$ cat config.mk
export PLATFORM = sky130hd
export DESIGN_NAME = offnariscv_stage_buf
export DESIGN_NICKNAME = d
export VERILOG_FILES = /design/src/rtl/offnariscv_stage_buf.sv
export SDC_FILE = /design/constraint.sdc
export NUM_CORES = 1
export LEC_CHECK = 0
export BUFFER_PORTS_ARGS = -buffer_cell sky130_fd_sc_hd__buf_2
export CELL_PAD_IN_SITES_DETAIL_PLACEMENT = 0
export CELL_PAD_IN_SITES_GLOBAL_PLACEMENT = 1
export CORE_MARGIN = 5
export CORE_UTILIZATION = 45
export DETAILED_ROUTE_END_ITERATION = 8
export PLACE_DENSITY = 0.81
export SKIP_CTS_REPAIR_TIMING = 1
export SLEW_MARGIN = 30
export SYNTH_ARGS = -nofsm -noshare
export SYNTH_HDL_FRONTEND = slang
export SYNTH_SLANG_ARGS = --single-unit
$ cat constraint.sdc
create_clock -name clk -period 7.7 [get_ports clk]
set_clock_uncertainty 0.1 [all_clocks]
set_input_delay 1.155 -clock clk [delete_from_list [all_inputs] [get_ports clk]]
set_output_delay 1.155 -clock clk [all_outputs]
set_load 0.01 [all_outputs]
$ cat src/rtl/offnariscv_stage_buf.sv
// ---------------------------------------------------------------------------
// offnariscv_stage_buf
//
// Elastic FIFO slot placed between two pipeline stages. It carries the stage
// tdata struct as a flat DATA_WIDTH-bit vector. Handshakes use valid/ready in
// the style of AXI-Stream. A synchronous flush supports branch and trap
// redirects, and an occupancy count is exported.
//
// Parameters:
//   DATA_WIDTH  payload width (set to $bits of the stage tdata struct)
//   DEPTH       number of entries, a power of two in the range 2..16
//   CNT_WIDTH   occupancy width; derived from DEPTH and not overridable
//
// Ports:
//   clk       rising-edge clock
//   rst_n     asynchronous active-low reset
//   flush     synchronous flush; discards every entry and any push that cycle
//   s_tvalid  upstream payload valid
//   s_tready  buffer can accept (registered state only)
//   s_tdata   upstream payload
//   m_tvalid  head entry valid (registered state only)
//   m_tready  downstream accepts
//   m_tdata   head entry payload
//   count     current occupancy, 0..DEPTH
//
// Optional feature, enabled by defining OFFNARISCV_STAGE_BUF_STATS_EN:
//   stall_cycles  counts cycles where m_tvalid && !m_tready (saturating)
//   flush_drops   counts entries and incoming pushes discarded by flush
//                 (saturating)
// ---------------------------------------------------------------------------
module offnariscv_stage_buf #(
    parameter  int DATA_WIDTH = 32,
    parameter  int DEPTH      = 2,
    localparam int CNT_WIDTH  = $clog2(DEPTH) + 1
) (
    input  logic                  clk,
    input  logic                  rst_n,
    input  logic                  flush,
    input  logic                  s_tvalid,
    output logic                  s_tready,
    input  logic [DATA_WIDTH-1:0] s_tdata,
    output logic                  m_tvalid,
    input  logic                  m_tready,
    output logic [DATA_WIDTH-1:0] m_tdata,
    output logic [CNT_WIDTH-1:0]  count
`ifdef OFFNARISCV_STAGE_BUF_STATS_EN
    ,
    output logic [31:0]           stall_cycles,
    output logic [31:0]           flush_drops
`endif
);

    localparam int PTR_WIDTH = $clog2(DEPTH);
    localparam logic [CNT_WIDTH-1:0] FULL_CNT = CNT_WIDTH'(DEPTH);

    logic [PTR_WIDTH-1:0]  wptr_q, wptr_d;
    logic [PTR_WIDTH-1:0]  rptr_q, rptr_d;
    logic [CNT_WIDTH-1:0]  count_q, count_d;
    logic [DATA_WIDTH-1:0] mem_q [DEPTH];
    logic                  push;
    logic                  pop;

    // Both ready and valid come from count_q alone. This keeps m_tready from
    // reaching s_tready combinationally, so a full buffer only frees its
    // slot in the cycle after a pop.
    assign s_tready = (count_q != FULL_CNT);
    assign m_tvalid = (count_q != '0);
    assign count    = count_q;
    assign push     = s_tvalid && s_tready;
    assign pop      = m_tvalid && m_tready;

    // The storage is never reset. Masking the head while the buffer is empty
    // keeps unwritten (X) entries from reaching the next stage.
    assign m_tdata = m_tvalid ? mem_q[rptr_q] : '0;

    always_comb begin
        wptr_d  = wptr_q;
        rptr_d  = rptr_q;
        count_d = count_q;
        if (flush) begin
            // A pop in this cycle still completes downstream. The buffer
            // state is cleared regardless.
            wptr_d  = '0;
            rptr_d  = '0;
            count_d = '0;
        end else begin
            if (push) begin
                wptr_d = wptr_q + 1'b1;
            end
            if (pop) begin
                rptr_d = rptr_q + 1'b1;
            end
            if (push && !pop) begin
                count_d = count_q + 1'b1;
            end else if (pop && !push) begin
                count_d = count_q - 1'b1;
            end
        end
    end

    always_ff @(posedge clk or negedge rst_n) begin
        if (!rst_n) begin
            wptr_q  <= '0;
            rptr_q  <= '0;
            count_q <= '0;
        end else begin
            wptr_q  <= wptr_d;
            rptr_q  <= rptr_d;
            count_q <= count_d;
        end
    end

    // A push in a flush cycle is wrong-path data, so it is not stored.
    always_ff @(posedge clk) begin
        if (push && !flush) begin
            mem_q[wptr_q] <= s_tdata;
        end
    end

`ifdef OFFNARISCV_STAGE_BUF_STATS_EN
    logic [31:0] stall_q;
    logic [31:0] drops_q;
    logic [32:0] drops_sum;

    // The extra top bit catches overflow so the counter can saturate.
    assign drops_sum = {1'b0, drops_q} + 33'(count_q) + 33'(s_tvalid);

    always_ff @(posedge clk or negedge rst_n) begin
        if (!rst_n) begin
            stall_q <= '0;
            drops_q <= '0;
        end else begin
            if (m_tvalid && !m_tready && (stall_q != 32'hFFFF_FFFF)) begin
                stall_q <= stall_q + 32'd1;
            end
            if (flush) begin
                drops_q <= drops_sum[32] ? 32'hFFFF_FFFF : drops_sum[31:0];
            end
        end
    end

    assign stall_cycles = stall_q;
    assign flush_drops  = drops_q;
`endif

`ifndef SYNTHESIS
    if ((DEPTH < 2) || ((DEPTH & (DEPTH - 1)) != 0)) begin : g_bad_depth
        $error("offnariscv_stage_buf: DEPTH must be a power of two >= 2");
    end

    // Upstream may drop wrong-path data when a flush arrives. Outside a
    // flush, a stalled offer must be held steady.
    a_hold_offer: assert property (
        @(posedge clk) disable iff (!rst_n)
        (s_tvalid && !s_tready && !flush) |=> (flush || (s_tvalid && $stable(s_tdata)))
    );

    a_count_range: assert property (
        @(posedge clk) disable iff (!rst_n) (count_q <= FULL_CNT)
    );
`endif

endmodule

==> results_dict.tcl <==
set metrics [dict create \
    ys_async_sr_fraction_pct 5.882 \
    grtUsageMet1_pct 16.41 \
    clock_latency_ns 0.32 \
    cts_tree "done" \
    grt_max_degree 34 \
    clk_pin_slew_worst_paths_ns 0.06 \
    finalHoldWorstSlack_ns 0.4969 \
    grt_pass1_wl_um 7396 \
    hold_path_class "register to register" \
    placeableCoreArea_mm2 0.005608 \
    top_usage_layer "met2" \
    worst-slew-pin-transition_ns 0.5722 \
    synth.cell_area_mm2 0.002638 \
    antenna-diode-count 0 \
    peakVddDrop_v 0.0001261 \
    leakagePower_nw 1.258 \
    grt_use_total_pct 13.26 \
    timing.setup.tns_ns 0 \
    avgViaCountPerCell 4.902 \
    use_met2_pct 20.72 \
    dr_total_vias 1544 \
    place_congestion 0.7487 \
    internal-power_uw 596.2 \
    post_drt_wl_per_cell_um 14.93 \
    worst_r2r_endpoint "mem_q[1][27]" \
    syn_area_per_cell_um2 16.28 \
    postSynthCellCount 162 \
    routing_usage_on_met3_pct 4.468 \
    numCtsBuffers 9 \
    worstHoldPathCells 2 \
    final_antenna_net_count 0 \
    drt_iter0_markers 69 \
    switching_power_uw 164.5 \
    power_switching_share_pct 21.62 \
    setup_violations 0 \
    cp_data_required_time_ns 6.44 \
    setup_slack_of_the_critical_path_after_layout_ns 4.777 \
    final-max-slew-violation-count 0 \
    synth.ff_latch_count 68 \
    num_io_pins 73 \
    setup.worst_path.end_class "primary output" \
    portBuffers 72 \
    dominantRegCellSynth "edfxtp_1" \
    worstPathMaxFanout 33 \
    placed_cells 302 \
    die_height_um 86.56 \
    final.min_clock_period_ns 2.923 \
    detail_route.wirelength_um 4702 \
    power.combinational.fraction_pct 9.8 \
    final.fill_count 487 \
    synth_area_leader_cell "edfxtp_1" \
    post_route_cells_drive_above_1_share_pct 38.27 \
    power_per_cell_area_mw_per_mm2 233.9 \
    synthesis.yosys.warnings 0 \
    path_class "register to primary output" \
    antenna_violations_before_repair 0 \
    cts-htree-levels 3 \
    max_cap_violations 0 \
    seqPwrFrac_pct 56.9 \
    slew_headroom_pct 61.85 \
    synth.area.top_cells "edfxtp_1 (73%), mux2i_1 (13%), nor2_1 (4.8%)" \
    floorplan.die.width_um 86.56 \
    ys_top_cells_by_count "edfxtp_1 (64), nor2_1 (34), mux2i_1 (33)" \
    num_rows 27 \
    sequential_cell_area_fraction_in_the_yosys_report_pct 76.66 \
    place_hpwl_um 3048 \
    ctsLongestPathBuffers 2 \
    floorplan.initialDensity_pct 47.03 \
    status "complete, no violations" \
    cp.arrival_ns 1.67 \
    clock-sinks 68 \
    grt_pass1_vias 1551 \
    layout.cells.non_filler 315 \
    synth_top_cell_area_share_pct 72.87 \
    timing.hold.worst_endpoint "wptr_q" \
    post_synth_num_cell_types 20 \
    layout.nets 278 \
    power.total_uw 760.7 \
    synth-edff-count 64 \
    synth_nets 199 \
    final_hold_viol_count 0 \
    clock.fmax_mhz 342.2 \
    reg2reg_depth 5 \
    detail_route.first_pass.iterations 4 \
    gr-total-overflow 0 \
    timing.hold.worst.start "wptr_q" \
    worst_setup_path_start_kind "register" \
    timing.reg2reg.setup_slack_ns 5.62 \
    final_min_period_over_clock_period_pct 37.96 \
    p_clk_share_pct 33.3 \
    post-route-drc-count 0 \
    synthToLayoutAreaGrowth_pct 23.29 \
    detailedPlace.worstSlack_ns 4.911 \
    clock_tree.root_cell "clkbuf_8" \
    regToRegStartpoint "count[1]" \
    most_frequently_used_cell_type_in_the_post_synthesis_netlist "edfxtp_1" \
    die_area_mm2 0.007493 \
    grt_setup_unrepaired "false" \
]
[layout make-up]
class,count,area (um2),area share (%)
sequential,68,2026,62.29
multi-input combinational,84,574.3,17.66
timing repair buffer,75,382.9,11.77
clock buffer,9,123.9,3.809
tap,72,90.09,2.770
clock inverter,4,43.79,1.347
inverter,3,11.26,0.3463
[worst max-delay path, cell delays in order, from the launching register on]
cell and delay [ns]:
dfrtp_4 0.80, mux2i_1 0.32, nor2_1 0.07, buf_2 0.15
[worst max path at each step]
stage / slack [ns] / end / start
6_report: 4.78 / m_tdata[17] / rptr_q
5_1_grt: 4.68 / m_tdata[17] / rptr_q
4_1_cts: 4.51 / m_tdata[17] / rptr_q
3_5_place_dp: 4.91 / m_tdata[4] / rptr_q
3_3_place_gp: 4.90 / m_tdata[18] / rptr_q
2_1_floorplan: 3.52 / mem_q[1][0] / s_tvalid
[power groups by stage]
stage               registers [mW]  clock network (mW)  logic [mW]
detailed placement           0.440                   0      0.0764
global route                 0.434               0.280      0.0831
finish                       0.432               0.253      0.0749
floorplan                    0.432                   0      0.0493
CTS                          0.433               0.262      0.0768
global placement             0.440                   0      0.0755
[state kept, by name (all words and copies together), names as in the netlist]
signal  flops
count       2
wptr_q      1
mem_q      64
rptr_q      1
[metal layers]
layer,vias to the layer above,wire [um]
met5,-,0
met4,0,53
met3,6,443
met2,62,2271
met1,728,1935
li1,748,-
[cells by family after synthesis]
family,Yosys count,share of synthesized area (%)
AO/OA/AOI/OAI,8,1.708
XOR/XNOR,1,0.3321
buffers and inverters,10,2.040
flip-flops,68,76.66
multiplexers,33,12.52
AND/OR/NAND/NOR,42,6.736
[per-stage QoR]
stage / util (%) / area (um2)
floorplan: - / 2638
finish: 57.99 / 3252
detailed placement: 54.95 / 3082
global route: 57.99 / 3252
global placement: 54.95 / 3082
CTS: 57.94 / 3249
[layout by cell type, fill, tap and decap left out, types with 2 or more instances in the layout]
cell type	synthesis	layout
buf_4	3	3
inv_1	2	2
clkinv_2	0	2
dfrtp_1	4	3
buf_2	4	72
clkbuf_8	0	9
mux2i_1	33	33
a21oi_1	4	4
nor2_1	34	33
edfxtp_1	64	64
o21ai_0	2	2
Power figures use the tool's default switching activity.
